--- src/rtl/i2c_codec_responder_if.sv ---
// Bus bundle for i2c_codec_responder: the I2C pins plus the write-report
// and register read-back signals. The responder uses the slave modport;
// whatever drives the I2C lines and reads registers uses the master modport.
`timescale 1ns/1ps
interface i2c_codec_responder_if;
  logic       i_scl;
  logic       i_sda;
  logic       o_sda_oe;
  logic       o_wr_valid;
  logic [6:0] o_wr_addr;
  logic [8:0] o_wr_data;
  logic [3:0] i_rd_addr;
  logic [8:0] o_rd_data;
  logic       o_busy;

  modport slave (
    input  i_scl, i_sda, i_rd_addr,
    output o_sda_oe, o_wr_valid, o_wr_addr, o_wr_data, o_rd_data, o_busy
  );

  modport master (
    output i_scl, i_sda, i_rd_addr,
    input  o_sda_oe, o_wr_valid, o_wr_addr, o_wr_data, o_rd_data, o_busy
  );
endinterface

--- src/rtl/i2c_codec_responder.sv ---
// Write-only I2C responder for a codec-style 9-bit control register file.
// A frame is START, device address (write), then byte pairs of
// {reg_addr[6:0], data[8]} and data[7:0]; each pair commits one write.
// Optional build macro: I2C_RESP_GLITCH_FILTER_EN adds a 3-sample majority
// filter after each input synchronizer (2 extra i_clk of latency, rejects
// single-cycle pulses). Without it, every synchronized change is an edge.
`timescale 1ns/1ps
module i2c_codec_responder #(
  parameter logic [6:0] DEV_ADDR = 7'h1A,
  parameter int         NREG     = 16
) (
  input logic                   i_clk,
  input logic                   i_rst,
  i2c_codec_responder_if.slave  bus
);

  localparam int AW = (NREG > 1) ? $clog2(NREG) : 1;

  typedef enum logic [2:0] {
    IDLE, ADDR, ACK_A, BYTE1, ACK_1, BYTE2, ACK_2, IGNORE
  } state_e;

  state_e      state_q, state_d;
  logic [3:0]  bitCnt_q, bitCnt_d;
  logic [7:0]  shift_q, shift_d;
  logic [7:0]  byte1_q, byte1_d;
  logic        commit;

  logic [1:0]  sclSync_q, sdaSync_q;
  logic        sclF, sdaF;
  logic        sclPrev_q, sdaPrev_q;
  logic        sclRise, sclFall, startDet, stopDet;

  logic        wrValid_q;
  logic [6:0]  wrAddr_q;
  logic [8:0]  wrData_q;
  logic [8:0]  regs_q [NREG];

  logic [6:0]  commitAddr;
  logic [8:0]  commitData;
  logic        sdaOe, busy;

  // Two-flop synchronizers; the bus idles high so they reset to 1
  always_ff @(posedge i_clk or posedge i_rst) begin
    if (i_rst) begin
      sclSync_q <= 2'b11;
      sdaSync_q <= 2'b11;
    end else begin
      sclSync_q <= {sclSync_q[0], bus.i_scl};
      sdaSync_q <= {sdaSync_q[0], bus.i_sda};
    end
  end

`ifdef I2C_RESP_GLITCH_FILTER_EN
  logic [1:0] sclHist_q, sdaHist_q;
  logic       sclFilt_q, sdaFilt_q;

  // Majority of the current and two previous samples swallows 1-cycle pulses
  always_ff @(posedge i_clk or posedge i_rst) begin
    if (i_rst) begin
      sclHist_q <= 2'b11;
      sdaHist_q <= 2'b11;
      sclFilt_q <= 1'b1;
      sdaFilt_q <= 1'b1;
    end else begin
      sclHist_q <= {sclHist_q[0], sclSync_q[1]};
      sdaHist_q <= {sdaHist_q[0], sdaSync_q[1]};
      sclFilt_q <= (sclSync_q[1] & sclHist_q[0]) | (sclSync_q[1] & sclHist_q[1]) |
                   (sclHist_q[0] & sclHist_q[1]);
      sdaFilt_q <= (sdaSync_q[1] & sdaHist_q[0]) | (sdaSync_q[1] & sdaHist_q[1]) |
                   (sdaHist_q[0] & sdaHist_q[1]);
    end
  end

  assign sclF = sclFilt_q;
  assign sdaF = sdaFilt_q;
`else
  assign sclF = sclSync_q[1];
  assign sdaF = sdaSync_q[1];
`endif

  // Edge-detect stage: remember last cleaned SCL/SDA levels
  always_ff @(posedge i_clk or posedge i_rst) begin
    if (i_rst) begin
      sclPrev_q <= 1'b1;
      sdaPrev_q <= 1'b1;
    end else begin
      sclPrev_q <= sclF;
      sdaPrev_q <= sdaF;
    end
  end

  assign sclRise  = sclF & ~sclPrev_q;
  assign sclFall  = ~sclF & sclPrev_q;
  assign startDet = sclF & sclPrev_q & sdaPrev_q & ~sdaF;
  assign stopDet  = sclF & sclPrev_q & ~sdaPrev_q & sdaF;

  // FSM state and frame shift registers
  always_ff @(posedge i_clk or posedge i_rst) begin
    if (i_rst) begin
      state_q  <= IDLE;
      bitCnt_q <= '0;
      shift_q  <= '0;
      byte1_q  <= '0;
    end else begin
      state_q  <= state_d;
      bitCnt_q <= bitCnt_d;
      shift_q  <= shift_d;
      byte1_q  <= byte1_d;
    end
  end

  // Next state: START/STOP override bit handling; bits shift on SCL rise,
  // byte/ACK boundaries advance on SCL fall
  always_comb begin
    state_d  = state_q;
    bitCnt_d = bitCnt_q;
    shift_d  = shift_q;
    byte1_d  = byte1_q;
    commit   = 1'b0;
    if (startDet) begin
      state_d  = ADDR;
      bitCnt_d = '0;
    end else if (stopDet) begin
      state_d = IDLE;
    end else begin
      case (state_q)
        ADDR, BYTE1, BYTE2: begin
          if (sclRise && bitCnt_q != 4'd8) begin
            shift_d  = {shift_q[6:0], sdaF};
            bitCnt_d = bitCnt_q + 4'd1;
          end else if (sclFall && bitCnt_q == 4'd8) begin
            if (state_q == ADDR) begin
              state_d = (shift_q[7:1] == DEV_ADDR && !shift_q[0]) ? ACK_A : IGNORE;
            end else if (state_q == BYTE1) begin
              byte1_d = shift_q;
              state_d = ACK_1;
            end else begin
              state_d = ACK_2;
            end
          end
        end
        ACK_A, ACK_1: begin
          if (sclFall) begin
            state_d  = (state_q == ACK_A) ? BYTE1 : BYTE2;
            bitCnt_d = '0;
          end
        end
        ACK_2: begin
          if (sclFall) begin
            commit   = 1'b1;
            state_d  = BYTE1;
            bitCnt_d = '0;
          end
        end
        default: ;
      endcase
    end
  end

  // Outputs decoded from state: pull SDA only in ACK slots; busy while framed
  always_comb begin
    sdaOe = 1'b0;
    busy  = 1'b0;
    if (state_q == ACK_A || state_q == ACK_1 || state_q == ACK_2) sdaOe = 1'b1;
    if (state_q != IDLE) busy = 1'b1;
  end

  assign commitAddr = byte1_q[7:1];
  assign commitData = {byte1_q[0], shift_q};

  // Commit a byte pair: report it, then update the register file
  always_ff @(posedge i_clk or posedge i_rst) begin
    if (i_rst) begin
      wrValid_q <= 1'b0;
      wrAddr_q  <= '0;
      wrData_q  <= '0;
      for (int i = 0; i < NREG; i++) regs_q[i] <= '0;
    end else begin
      wrValid_q <= commit;
      if (commit) begin
        wrAddr_q <= commitAddr;
        wrData_q <= commitData;
        if (commitAddr == 7'h0F && commitData == 9'h000) begin
          for (int i = 0; i < NREG; i++) regs_q[i] <= '0;
        end else if (32'(commitAddr) < NREG) begin
          regs_q[commitAddr[AW-1:0]] <= commitData;
        end
      end
    end
  end

  assign bus.o_sda_oe   = sdaOe;
  assign bus.o_busy     = busy;
  assign bus.o_wr_valid = wrValid_q;
  assign bus.o_wr_addr  = wrAddr_q;
  assign bus.o_wr_data  = wrData_q;
  assign bus.o_rd_data  = (32'(bus.i_rd_addr) < NREG) ? regs_q[bus.i_rd_addr[AW-1:0]] : '0;

endmodule

--- src/flat_wrapper.sv ---
// flat-port wrapper written by rule: the top's interface ports become plain ports
module i2c_codec_responder_flat 
#(
  parameter logic [6:0] DEV_ADDR = 7'h1A,
  parameter int         NREG     = 16
)
  (i_clk, i_rst, bus_i_scl, bus_i_sda, bus_i_rd_addr, bus_o_sda_oe, bus_o_wr_valid, bus_o_wr_addr, bus_o_wr_data, bus_o_rd_data, bus_o_busy);
  i2c_codec_responder_if bus_i ();
  input logic i_clk;
  input logic i_rst;
  input wire logic [$bits(bus_i.i_scl)-1:0] bus_i_scl;
  input wire logic [$bits(bus_i.i_sda)-1:0] bus_i_sda;
  input wire logic [$bits(bus_i.i_rd_addr)-1:0] bus_i_rd_addr;
  output wire logic [$bits(bus_i.o_sda_oe)-1:0] bus_o_sda_oe;
  output wire logic [$bits(bus_i.o_wr_valid)-1:0] bus_o_wr_valid;
  output wire logic [$bits(bus_i.o_wr_addr)-1:0] bus_o_wr_addr;
  output wire logic [$bits(bus_i.o_wr_data)-1:0] bus_o_wr_data;
  output wire logic [$bits(bus_i.o_rd_data)-1:0] bus_o_rd_data;
  output wire logic [$bits(bus_i.o_busy)-1:0] bus_o_busy;
  assign bus_i.i_scl = bus_i_scl;
  assign bus_i.i_sda = bus_i_sda;
  assign bus_i.i_rd_addr = bus_i_rd_addr;
  assign bus_o_sda_oe = bus_i.o_sda_oe;
  assign bus_o_wr_valid = bus_i.o_wr_valid;
  assign bus_o_wr_addr = bus_i.o_wr_addr;
  assign bus_o_wr_data = bus_i.o_wr_data;
  assign bus_o_rd_data = bus_i.o_rd_data;
  assign bus_o_busy = bus_i.o_busy;
  i2c_codec_responder #(.DEV_ADDR(DEV_ADDR), .NREG(NREG)) u_core (.i_clk(i_clk), .i_rst(i_rst), .bus(bus_i));
endmodule
--- config.mk ---
export PLATFORM = sky130hd
export DESIGN_NAME = i2c_codec_responder_flat
export DESIGN_NICKNAME = d
export VERILOG_FILES = /design/src/rtl/i2c_codec_responder_if.sv /design/src/rtl/i2c_codec_responder.sv /design/src/flat_wrapper.sv
export SDC_FILE = /design/constraint.sdc
export NUM_CORES = 1
export LEC_CHECK = 0
export ABC_AREA = 0
export CELL_PAD_IN_SITES_DETAIL_PLACEMENT = 1
export CELL_PAD_IN_SITES_GLOBAL_PLACEMENT = 1
export CORE_ASPECT_RATIO = 0.9
export CORE_MARGIN = 2
export CORE_UTILIZATION = 45
export CTS_CLUSTER_SIZE = 8
export DETAILED_ROUTE_END_ITERATION = 12
export GPL_TIMING_DRIVEN = 0
export PLACE_DENSITY = 0.83
export SYNTH_ARGS = -nofsm -noshare
export SYNTH_HDL_FRONTEND = slang
export SYNTH_SLANG_ARGS = --single-unit
export TNS_END_PERCENT = 5
--- constraint.sdc ---
create_clock -name i_clk -period 7.35 [get_ports i_clk]
set_clock_uncertainty 0.1 [all_clocks]
set_input_delay 2.205 -clock i_clk [delete_from_list [all_inputs] [get_ports i_clk]]
set_output_delay 2.205 -clock i_clk [all_outputs]
set_load 0.05 [all_outputs]
==> flow_metrics.py, run 1 <==
metrics = {
    "placed_design": {
        "io_buffers": 33,
        "placed_cell_area_um2": 9549,
        "gp_congestion": 0.8596,
        "dp_hpwl_mm": 19.12,
        "pre_cts_slack_ns": -0.6985,
    },
    "timing": {
        "drv_slew": 0,
        "min_period_ns": 7.192,
        "fmax_mhz": 139.0,
        "worstMarginPinSlew_ns": 1.192,
        "fin_ws_ns": 0.1581,
        "hold_viol": 0,
        "rsz0062_at_grt": "false",
        "relSlewSlack_pct": 20.33,
        "finalCritPeriodShare_pct": 97.85,
        "setup_violations": 0,
    },
    "synthesis": {
        "synthFlopType": "dfrtp_1",
        "post_synth.cell_area_avg_um2": 12.00,
        "postSynthCellCount": 735,
        "yosys_warnings": 0,
        "synth_edf_count": 0,
        "synth_area_um2": 8822,
        "synth_seq_area_share_pct": 53.98,
        "ys_types": 45,
        "synth_fp_nets": 745,
        "ys_ff_latch": 190,
        "async_flop_share_pct": 100.0,
    },
    "grt": {
        "grt_max_degree": 46,
        "grt_overflow": 0,
        "antenna_found_initial": 0,
        "grt.total_usage_pct": 29.31,
        "grt.met3_usage_pct": 6.033,
        "met1_usage_pct": 37.53,
        "gr-usage-met2_pct": 48.87,
        "grt_pass1_vias": 7641,
        "gr-max-usage-layer": "met2",
        "grt_pass1_wl_mm": 44.33,
    },
    "pwr": {
        "peakVddDrop_uv": 211.8,
        "power.leakage_nw": 4.284,
        "powerDensity_nw_per_um2": 249.4,
    },
    "critical_path": {
        "cp_max_fo": 18,
        "crit_type": "in2out",
        "crit_buf_inv": 3,
        "cpMostUsedCell": "clkbuf_2",
        "slowest_stage": "clkdlybuf4s50_1",
        "endpoint_kind": "output pin",
        "r2r_start": "u_core.sclSync_q[1]",
        "cp_data_required_time_ns": 5.05,
        "critPathLaunch": "bus_i_rd_addr[1]",
        "cp_top_family": "buffers and inverters",
        "cp-start-kind": "input port",
        "slowest_delay_ns": 0.72,
        "cp.arrival_ns": 4.89,
        "crit_chain": "clkbuf_2 > clkbuf_2 > mux4_2 > a22oi_1 > nand2_1 > clkdlybuf4s50_1",
    },
    "hold_path": {
        "hp-start": "u_core.sdaSync_q[0]",
        "hp-class": "reg2reg",
    },
    "cells_and_area": {
        "fill_cells": 1987,
        "diodes": 0,
        "seq_area_um2": 4762,
        "multiInputGateArea_um2": 3769,
        "layout-drive-gt1-share_pct": 17.83,
        "nets": 800,
        "final_area_um2": 10180,
        "syn_to_final_growth_pct": 15.42,
    },
    "cts": {
        "cts_inserted_buffers": 17,
        "cts_tree": "built",
        "clk_pin_slew_ns": 0.06,
        "clock-root-buffer": "clkbuf_16",
        "htree_levels": 4,
        "cts_setup_buffers": 0,
        "cts.sinks": 190,
        "cts_hold_buffers": 0,
        "clockBufferDepth": 2,
        "clk_latency_ns": 0.45,
    },
    "floorplan": {
        "core-area_um2": 19220,
        "fp.dieW_um": 151.6,
        "row_count": 48,
        "start_util_pct": 45.90,
        "die_area_um2": 20740,
        "die_height_um": 136.8,
        "io_pins": 36,
    },
    "status": {
        "status": "complete, no violations",
    },
    "drt": {
        "vias": 6846,
        "dr.pass1.iters": 7,
        "ant_nets": 0,
        "routed_via_density": 6.508,
        "drt_wl_total_mm": 28.26,
        "wire_per_inst_um": 26.87,
        "drtIter0Drc": 630,
        "drc": 0,
    },
    "flow_run": {
        "drv_cap": 0,
    },
}
per-stage QoR:
step / cells / power (W) / util [%] / hold slack (ns) / setup TNS, ns
6_report: 1052 / 0.002539 / 52.98 / 0.2598 / 0
5_1_grt: 1052 / 0.002606 / 52.98 / 0.2635 / 0
4_1_cts: 1052 / 0.002536 / 53.01 / 0.2627 / 0
3_5_place_dp: 1022 / 0.001543 / 49.69 / 0.2533 / -5.418
3_3_place_gp: 1018 / 0.001515 / 49.27 / 0.2467 / -4.757
2_1_floorplan: 735 / 0.001352 / - / 0.2452 / 0
final timing paths:
check | end | slack (ns) | cells after the start
setup / recovery | bus_o_rd_data[1] | 0.16 | 6
max in group asynchronous | u_core.regs_q[103] | 4.15 | 4
setup reg to reg | u_core.shift_q[1] | 4.27 | 5
min in group asynchronous | u_core.bus.o_wr_data[1] | 2.07 | 2
hold reg to reg | u_core.sdaSync_q[1] | 0.26 | 0
hold / removal | u_core.sdaSync_q[1] | 0.26 | 0
area by class of cell:
class,count,area share [%]
clock inverter,11,1.597
timing repair buffer,37,4.030
buffer,60,2.605
inverter,8,0.3318
sequential,190,46.77
clock buffer,20,4.583
multi-input combinational,476,37.01
tap,250,3.072
Yosys cell counts, types with 4 or more instances:
cell         n  area (um2)
buf_4        6       45.04
dfrtp_1    184        4604
a22oi_1     18       135.1
o2bb2ai_1  135        1182
nand3_1     15       75.07
dfstp_2      6       157.7
nor4b_1      4       35.03
buf_2        8       40.04
or4_1        4       30.03
nor2_1      20       75.07
inv_1        8       30.03
buf_1        5       18.77
clkbuf_1    42       157.7
nand4_1      8       50.05
mux2_2      42       473.0
mux4_2      36       810.8
nand2_1    153       574.3
kinds of logic after synthesis:
| logic type | synth area share [%] |
|---|---|
| flip-flops | 53.98 |
| XOR/XNOR | 0.1986 |
| buffers and inverters | 3.305 |
| AO/OA/AOI/OAI | 16.21 |
| AND/OR/NAND/NOR | 11.47 |
| multiplexers | 14.55 |
| adder cells (fa/ha/maj) | 0.2836 |
routing by layer:
layer	part of all wire (%)	vias to the layer above
li1	-	2860
met1	40	3619
met2	49	298
met3	6.9	69
met4	3.1	0
met5	0	-
cell usage in the layout (no fill, tap or decap), drive strengths merged, types with 18 or more instances in the layout:
cell type        n
nor2            20
clkdlybuf4s50   33
o2bb2ai        135
nand2          153
mux4            36
a22oi           18
buf             23
mux2            42
clkbuf          61
dfrtp          184
timing repair:
item | CTS | global route
resized for setup | 7 | 2
cloned | 0 | 0
setup endpoints to repair | 9 | 3
hold endpoints to repair | 0 | 0
registers in the layout, indices dropped and copies added, names as in the netlist, 2 cells and up:
name	flops
u_core.bus.o_wr_addr	7
u_core.sdaSync_q	2
u_core.shift_q	8
u_core.bus.o_wr_data	9
u_core.bitCnt_q	4
u_core.byte1_q	8
u_core.regs_q	144
u_core.state_q	3
u_core.sclSync_q	2
where the power goes:
group	internal [W]	switching (W)	total [W]	leakage (nW)
clock network	0.000593	0.000408	0.00100	0.316
logic	0.0000924	0.000328	0.000420	1.36
registers	0.00108	0.0000337	0.00112	2.61
total	0.00177	0.000769	0.00254	4.28
(Power assumes the default switching activity.)
==> inputs of run 2 (changes only) <==
- CORE_MARGIN: 2 -> default
- CORE_UTILIZATION: 45 -> 35
- PLACE_DENSITY: 0.83 -> 0.69
==> run 2 against run 1 <==
Compared with the run above:
- sequential share of layout area fell by 0.46 points
- clock-buffer cell count did not move
- sequential power barely moved
- critical path type unchanged
- largest cell class unchanged
==> flow_metrics.py, run 2 (synthesis gave the netlist of run 1 again) <==
metrics = {
    "timing": {
        "fin_ws_ns": 0.1470,
        "min_period_ns": 7.203,
        "finalCritPeriodShare_pct": 98.00,
        "drv_slew": 0,
        "hold_viol": 0,
        "fmax_mhz": 138.8,
        "rsz0062_at_grt": "false",
        "worstMarginPinSlew_ns": 1.128,
        "hold_ws_ns": 0.2599,
        "setup_violations": 0,
        "relSlewSlack_pct": 24.63,
    },
    "pwr": {
        "powerDensity_nw_per_um2": 240.0,
        "peakVddDrop_uv": 177.7,
        "power.leakage_nw": 4.314,
        "combinationalPowerShare_pct": 17.2,
        "switching_power_w": 0.0008051,
        "intPower_w": 0.001663,
        "pwr-share-clk_pct": 37.6,
        "p_seq_share_pct": 45.2,
        "p_sw_share_pct": 32.62,
    },
    "cts": {
        "clk_latency_ns": 0.45,
        "cts.sinks": 190,
        "clock-root-buffer": "clkbuf_16",
        "cts_tree": "built",
        "clk_pin_slew_ns": 0.07,
        "clockBufferDepth": 2,
        "cts_inserted_buffers": 17,
        "cts_hold_buffers": 0,
        "htree_levels": 4,
    },
    "floorplan": {
        "row_count": 54,
        "fp.dieW_um": 169.4,
        "core-area_um2": 24460,
        "die_area_um2": 25850,
        "io_pins": 36,
        "start_util_pct": 36.07,
        "die_height_um": 152.6,
    },
    "drt": {
        "routed_via_density": 5.745,
        "drc": 0,
        "drt_wl_total_mm": 27.71,
        "dr.pass1.iters": 7,
        "drtIter0Drc": 583,
        "ant_nets": 0,
        "vias": 6555,
        "wire_per_inst_um": 24.28,
    },
    "critical_path": {
        "r2r_start": "u_core.sclSync_q[1]",
        "endpoint": "bus_o_rd_data[8]",
        "r2r_slack_ns": 4.27,
        "cp.arrival_ns": 4.90,
        "cp-start-kind": "input port",
        "r2r_cells": 5,
        "crit_type": "in2out",
        "cp_data_required_time_ns": 5.05,
        "critPathLaunch": "bus_i_rd_addr[1]",
        "r2r-end": "u_core.shift_q[2]",
        "cp_max_fo": 10,
        "endpoint_kind": "output pin",
    },
    "placed_design": {
        "gp_congestion": 0.8521,
        "io_buffers": 33,
        "dp.cells": 1109,
        "pre_cts_slack_ns": -0.8755,
        "dp_hpwl_mm": 18.66,
    },
    "flow_run": {
        "drv_cap": 0,
    },
    "hold_path": {
        "hold-path-cell-count": 0,
        "hp-class": "reg2reg",
    },
    "cells_and_area": {
        "regMostFlops": "u_core.regs_q",
        "final_cell_mix": "dfrtp_1, nand2_1, o2bb2ai_1",
        "final_core_util_pct": 42.05,
        "final_common_cell": "dfrtp_1",
        "syn_to_final_growth_pct": 16.56,
        "layout-drive-gt1-share_pct": 18.14,
        "fin_cells": 1141,
        "nets": 802,
        "largest_reg_flops": 144,
        "diodes": 0,
    },
    "grt": {
        "grt_overflow": 0,
        "grt_max_degree": 41,
        "grt.total_usage_pct": 22.67,
        "grt_pass1_vias": 6848,
        "antenna_found_initial": 0,
        "grt_pass1_wl_mm": 43.17,
    },
    "status": {
        "status": "complete, no violations",
    },
}
[run 2: cell type report]
class / count / area (um2)
well taps: 336 / 420.4
multi-input cells: 476 / 3779
clock inverters: 12 / 126.4
repair buffers: 38 / 437.9
plain buffers: 61 / 277.8
clock buffers: 20 / 446.7
fillers: 2642 / 14170
inverters: 8 / 33.78
flip-flops and latches: 190 / 4762
[run 2: power groups by stage]
stage / clock (W) / combinational (W) / sequential [W]
final: 0.000928 / 0.000424 / 0.00112
after detailed placement: 0 / 0.000419 / 0.00114
after global routing: 0.000978 / 0.000451 / 0.00112
after floorplan: 0 / 0.000222 / 0.00113
after CTS: 0.000940 / 0.000422 / 0.00112
after global placement: 0 / 0.000405 / 0.00113
[run 2: through the flow]
| stage | setup TNS [ns] | cell area, um2 | power (W) |
|---|---|---|---|
| floorplan | 0 | 8826 | 0.001352 |
| detailed placement | -7.218 | 9677 | 0.001554 |
| CTS | 0 | 10270 | 0.002477 |
| finish | 0 | 10280 | 0.002468 |
| global route | 0 | 10280 | 0.002552 |
| global placement | -6.462 | 9577 | 0.001539 |
[run 2: how the worst min path moves through the flow]
stage	startpoint	to	slack, ns
2_1_floorplan	u_core.sclSync_q[0]	u_core.sclSync_q[1]	0.25
3_3_place_gp	u_core.sdaSync_q[0]	u_core.sdaSync_q[1]	0.25
3_5_place_dp	u_core.sdaSync_q[0]	u_core.sdaSync_q[1]	0.25
4_1_cts	u_core.sdaSync_q[0]	u_core.sdaSync_q[1]	0.26
5_1_grt	u_core.sclSync_q[0]	u_core.sclSync_q[1]	0.27
6_report	u_core.sdaSync_q[0]	u_core.sdaSync_q[1]	0.26
[run 2: what timing repair did]
item                                    in CTS  in global routing
endpoints found under the setup margin       9                  5
pin swaps                                    0                  0
setup buffers                                0                  0
gates resized for setup                      9                  7
[run 2: per-layer routing]
metal | vias up | routed length (um) | GRT usage [%]
met4 | 0 | 575 | 7.293
met1 | 3472 | 13290 | 33.21
met2 | 181 | 12370 | 33.45
met5 | - | 0 | 0
li1 | 2862 | - | -
met3 | 40 | 1481 | 4.597
[run 2: worst max-delay path, stage by stage]
cell             delay (ns)
clkbuf_2               0.34
clkbuf_2               0.39
buf_2                  0.40
mux4_2                 0.39
a22oi_1                0.28
nand2_1                0.14
clkdlybuf4s50_1        0.72
==> inputs of run 3 (changes only) <==
- clock period: 7.35 -> 6.4 ns (I/O delays scaled with it)
==> run 3 against run 2 <==
Compared with the run above:
- via count fell by 0.37%
- global-route usage barely moved
- non-clock buffer count did not move
- total power rose by 15%
- clock-buffer cell count did not move
- worst setup slack got worse by 0.075 ns
- worst hold slack improved by 0.0014 ns
- design area barely moved
- critical endpoint is now bus_o_rd_data[3]
- largest power group unchanged
==> flow_metrics.py, run 3 (synthesis gave the netlist of run 1 again) <==
metrics = {
    "drt": {
        "ant_nets": 0,
        "routed_via_density": 5.724,
        "vias": 6531,
        "drc": 0,
        "drt_wl_total_mm": 27.72,
        "drtIter0Drc": 479,
        "dr.pass1.iters": 5,
        "wire_per_inst_um": 24.29,
    },
    "cts": {
        "cts.sinks": 190,
        "htree_levels": 4,
        "cts_setup_buffers": 0,
        "cts_hold_buffers": 0,
        "cts_tree": "built",
        "clk_latency_ns": 0.45,
        "clk_pin_slew_ns": 0.07,
        "clockBufferDepth": 2,
        "clock-root-buffer": "clkbuf_16",
        "cts_inserted_buffers": 17,
    },
    "timing": {
        "rsz0062_at_grt": "false",
        "relSlewSlack_pct": 24.93,
        "min_period_ns": 6.328,
        "hold_viol": 0,
        "drv_slew": 0,
        "finalCritPeriodShare_pct": 98.88,
        "fmax_mhz": 158.0,
        "worstMarginPinSlew_ns": 1.123,
        "setup_violations": 0,
    },
    "cells_and_area": {
        "diodes": 0,
        "final_cell_mix": "dfrtp_1, nand2_1, o2bb2ai_1",
        "fill_cells": 2639,
        "final_core_util_pct": 42.01,
        "layout-drive-gt1-share_pct": 18.26,
        "final_common_cell": "dfrtp_1",
        "largest_reg_flops": 144,
        "regMostFlops": "u_core.regs_q",
        "syn_to_final_growth_pct": 16.48,
        "final_area_um2": 10280,
        "nets": 802,
    },
    "pwr": {
        "powerDensity_nw_per_um2": 275.9,
        "peakVddDrop_uv": 202.3,
        "power.leakage_nw": 4.333,
    },
    "placed_design": {
        "gp_congestion": 0.8521,
        "placed_cell_area_um2": 9677,
        "io_buffers": 33,
        "dp_hpwl_mm": 18.66,
    },
    "critical_path": {
        "cp.arrival_ns": 4.31,
        "critPathLaunch": "bus_i_rd_addr[1]",
        "r2r_slack_ns": 3.32,
        "r2r_start": "u_core.sclSync_q[1]",
        "cp_data_required_time_ns": 4.38,
        "cp-start-kind": "input port",
        "cp_max_fo": 10,
        "crit_type": "in2out",
        "endpoint_kind": "output pin",
    },
    "grt": {
        "grt_pass1_wl_mm": 43.14,
        "grt_max_degree": 41,
        "antenna_found_initial": 0,
        "grt.total_usage_pct": 22.65,
        "grt_overflow": 0,
        "grt_pass1_vias": 6853,
    },
    "status": {
        "status": "complete, no violations",
    },
    "floorplan": {
        "die_area_um2": 25850,
        "row_count": 54,
        "fp.dieW_um": 169.4,
        "die_height_um": 152.6,
        "core-area_um2": 24460,
        "io_pins": 36,
        "start_util_pct": 36.07,
    },
    "hold_path": {
        "hp-start": "u_core.sdaSync_q[0]",
        "hp-class": "reg2reg",
    },
    "flow_run": {
        "drv_cap": 0,
    },
}
==> run 3: report_power, final <==
group	internal [W]	switching, W
Clock	0.000558	0.000509
Combinational	0.000107	0.000379
Sequential	0.00124	0.0000369
Total	0.00191	0.000925
==> run 3: timing repair <==
item                                    4_1_cts  5_1_grt
hold endpoints to repair                      0        0
endpoints found under the setup margin        9        4
pin swaps                                     0        0
gates resized for setup                      23        4
==> run 3: final timing paths <==
check	endpoint	cells after the start
hold reg to reg	u_core.sdaSync_q[1]	0
hold / removal	u_core.sdaSync_q[1]	0
min in group asynchronous	u_core.regs_q[53]	2
max in group asynchronous	u_core.regs_q[15]	5
setup / recovery	bus_o_rd_data[3]	7
setup reg to reg	u_core.shift_q[2]	5
==> run 3: per-stage QoR <==
| stage | total power [W] | hold slack (ns) | setup WS [ns] | TNS [ns] | cells |
|---|---|---|---|---|---|
| 2_1_floorplan | 0.001553 | 0.2452 | 0.4312 | 0 | 735 |
| 3_3_place_gp | 0.001767 | 0.2464 | -1.177 | -9.882 | 1104 |
| 3_5_place_dp | 0.001784 | 0.2510 | -1.256 | -10.64 | 1109 |
| 6_report | 0.002835 | 0.2614 | 0.07166 | 0 | 1141 |
| 4_1_cts | 0.002845 | 0.2612 | -0.02973 | -0.02973 | 1141 |
| 5_1_grt | 0.002930 | 0.2669 | 0.01065 | 0 | 1141 |
==> run 3: routing by layer <==
metal  share of wire [%]  vias up  track usage, %  wire (um)
met5                   0        -               0          0
met4                 2.2        0           7.293        604
met3                 5.1       41           4.597       1426
met2                  45      151           33.37      12410
met1                  48     3468           33.23      13280
li1                    -     2871               -          -
==> run 3: layout make-up <==
cell class	count	area [um2]	area share, %
repair buffers	38	426.7	4.152
clock inverters	12	126.4	1.230
multi-input cells	476	3779	36.77
plain buffers	61	281.5	2.740
clock buffers	20	446.7	4.347
inverters	8	33.78	0.3287
flip-flops and latches	190	4762	46.34
well taps	336	420.4	4.091
==> run 3: critical path, stage by stage <==
cell and delay (ns):
buf_2 0.32, clkbuf_4 0.34, clkbuf_4 0.32, mux4_2 0.36
a22oi_1 0.42, nand2_1 0.15, dlygate4sd2_1 0.45
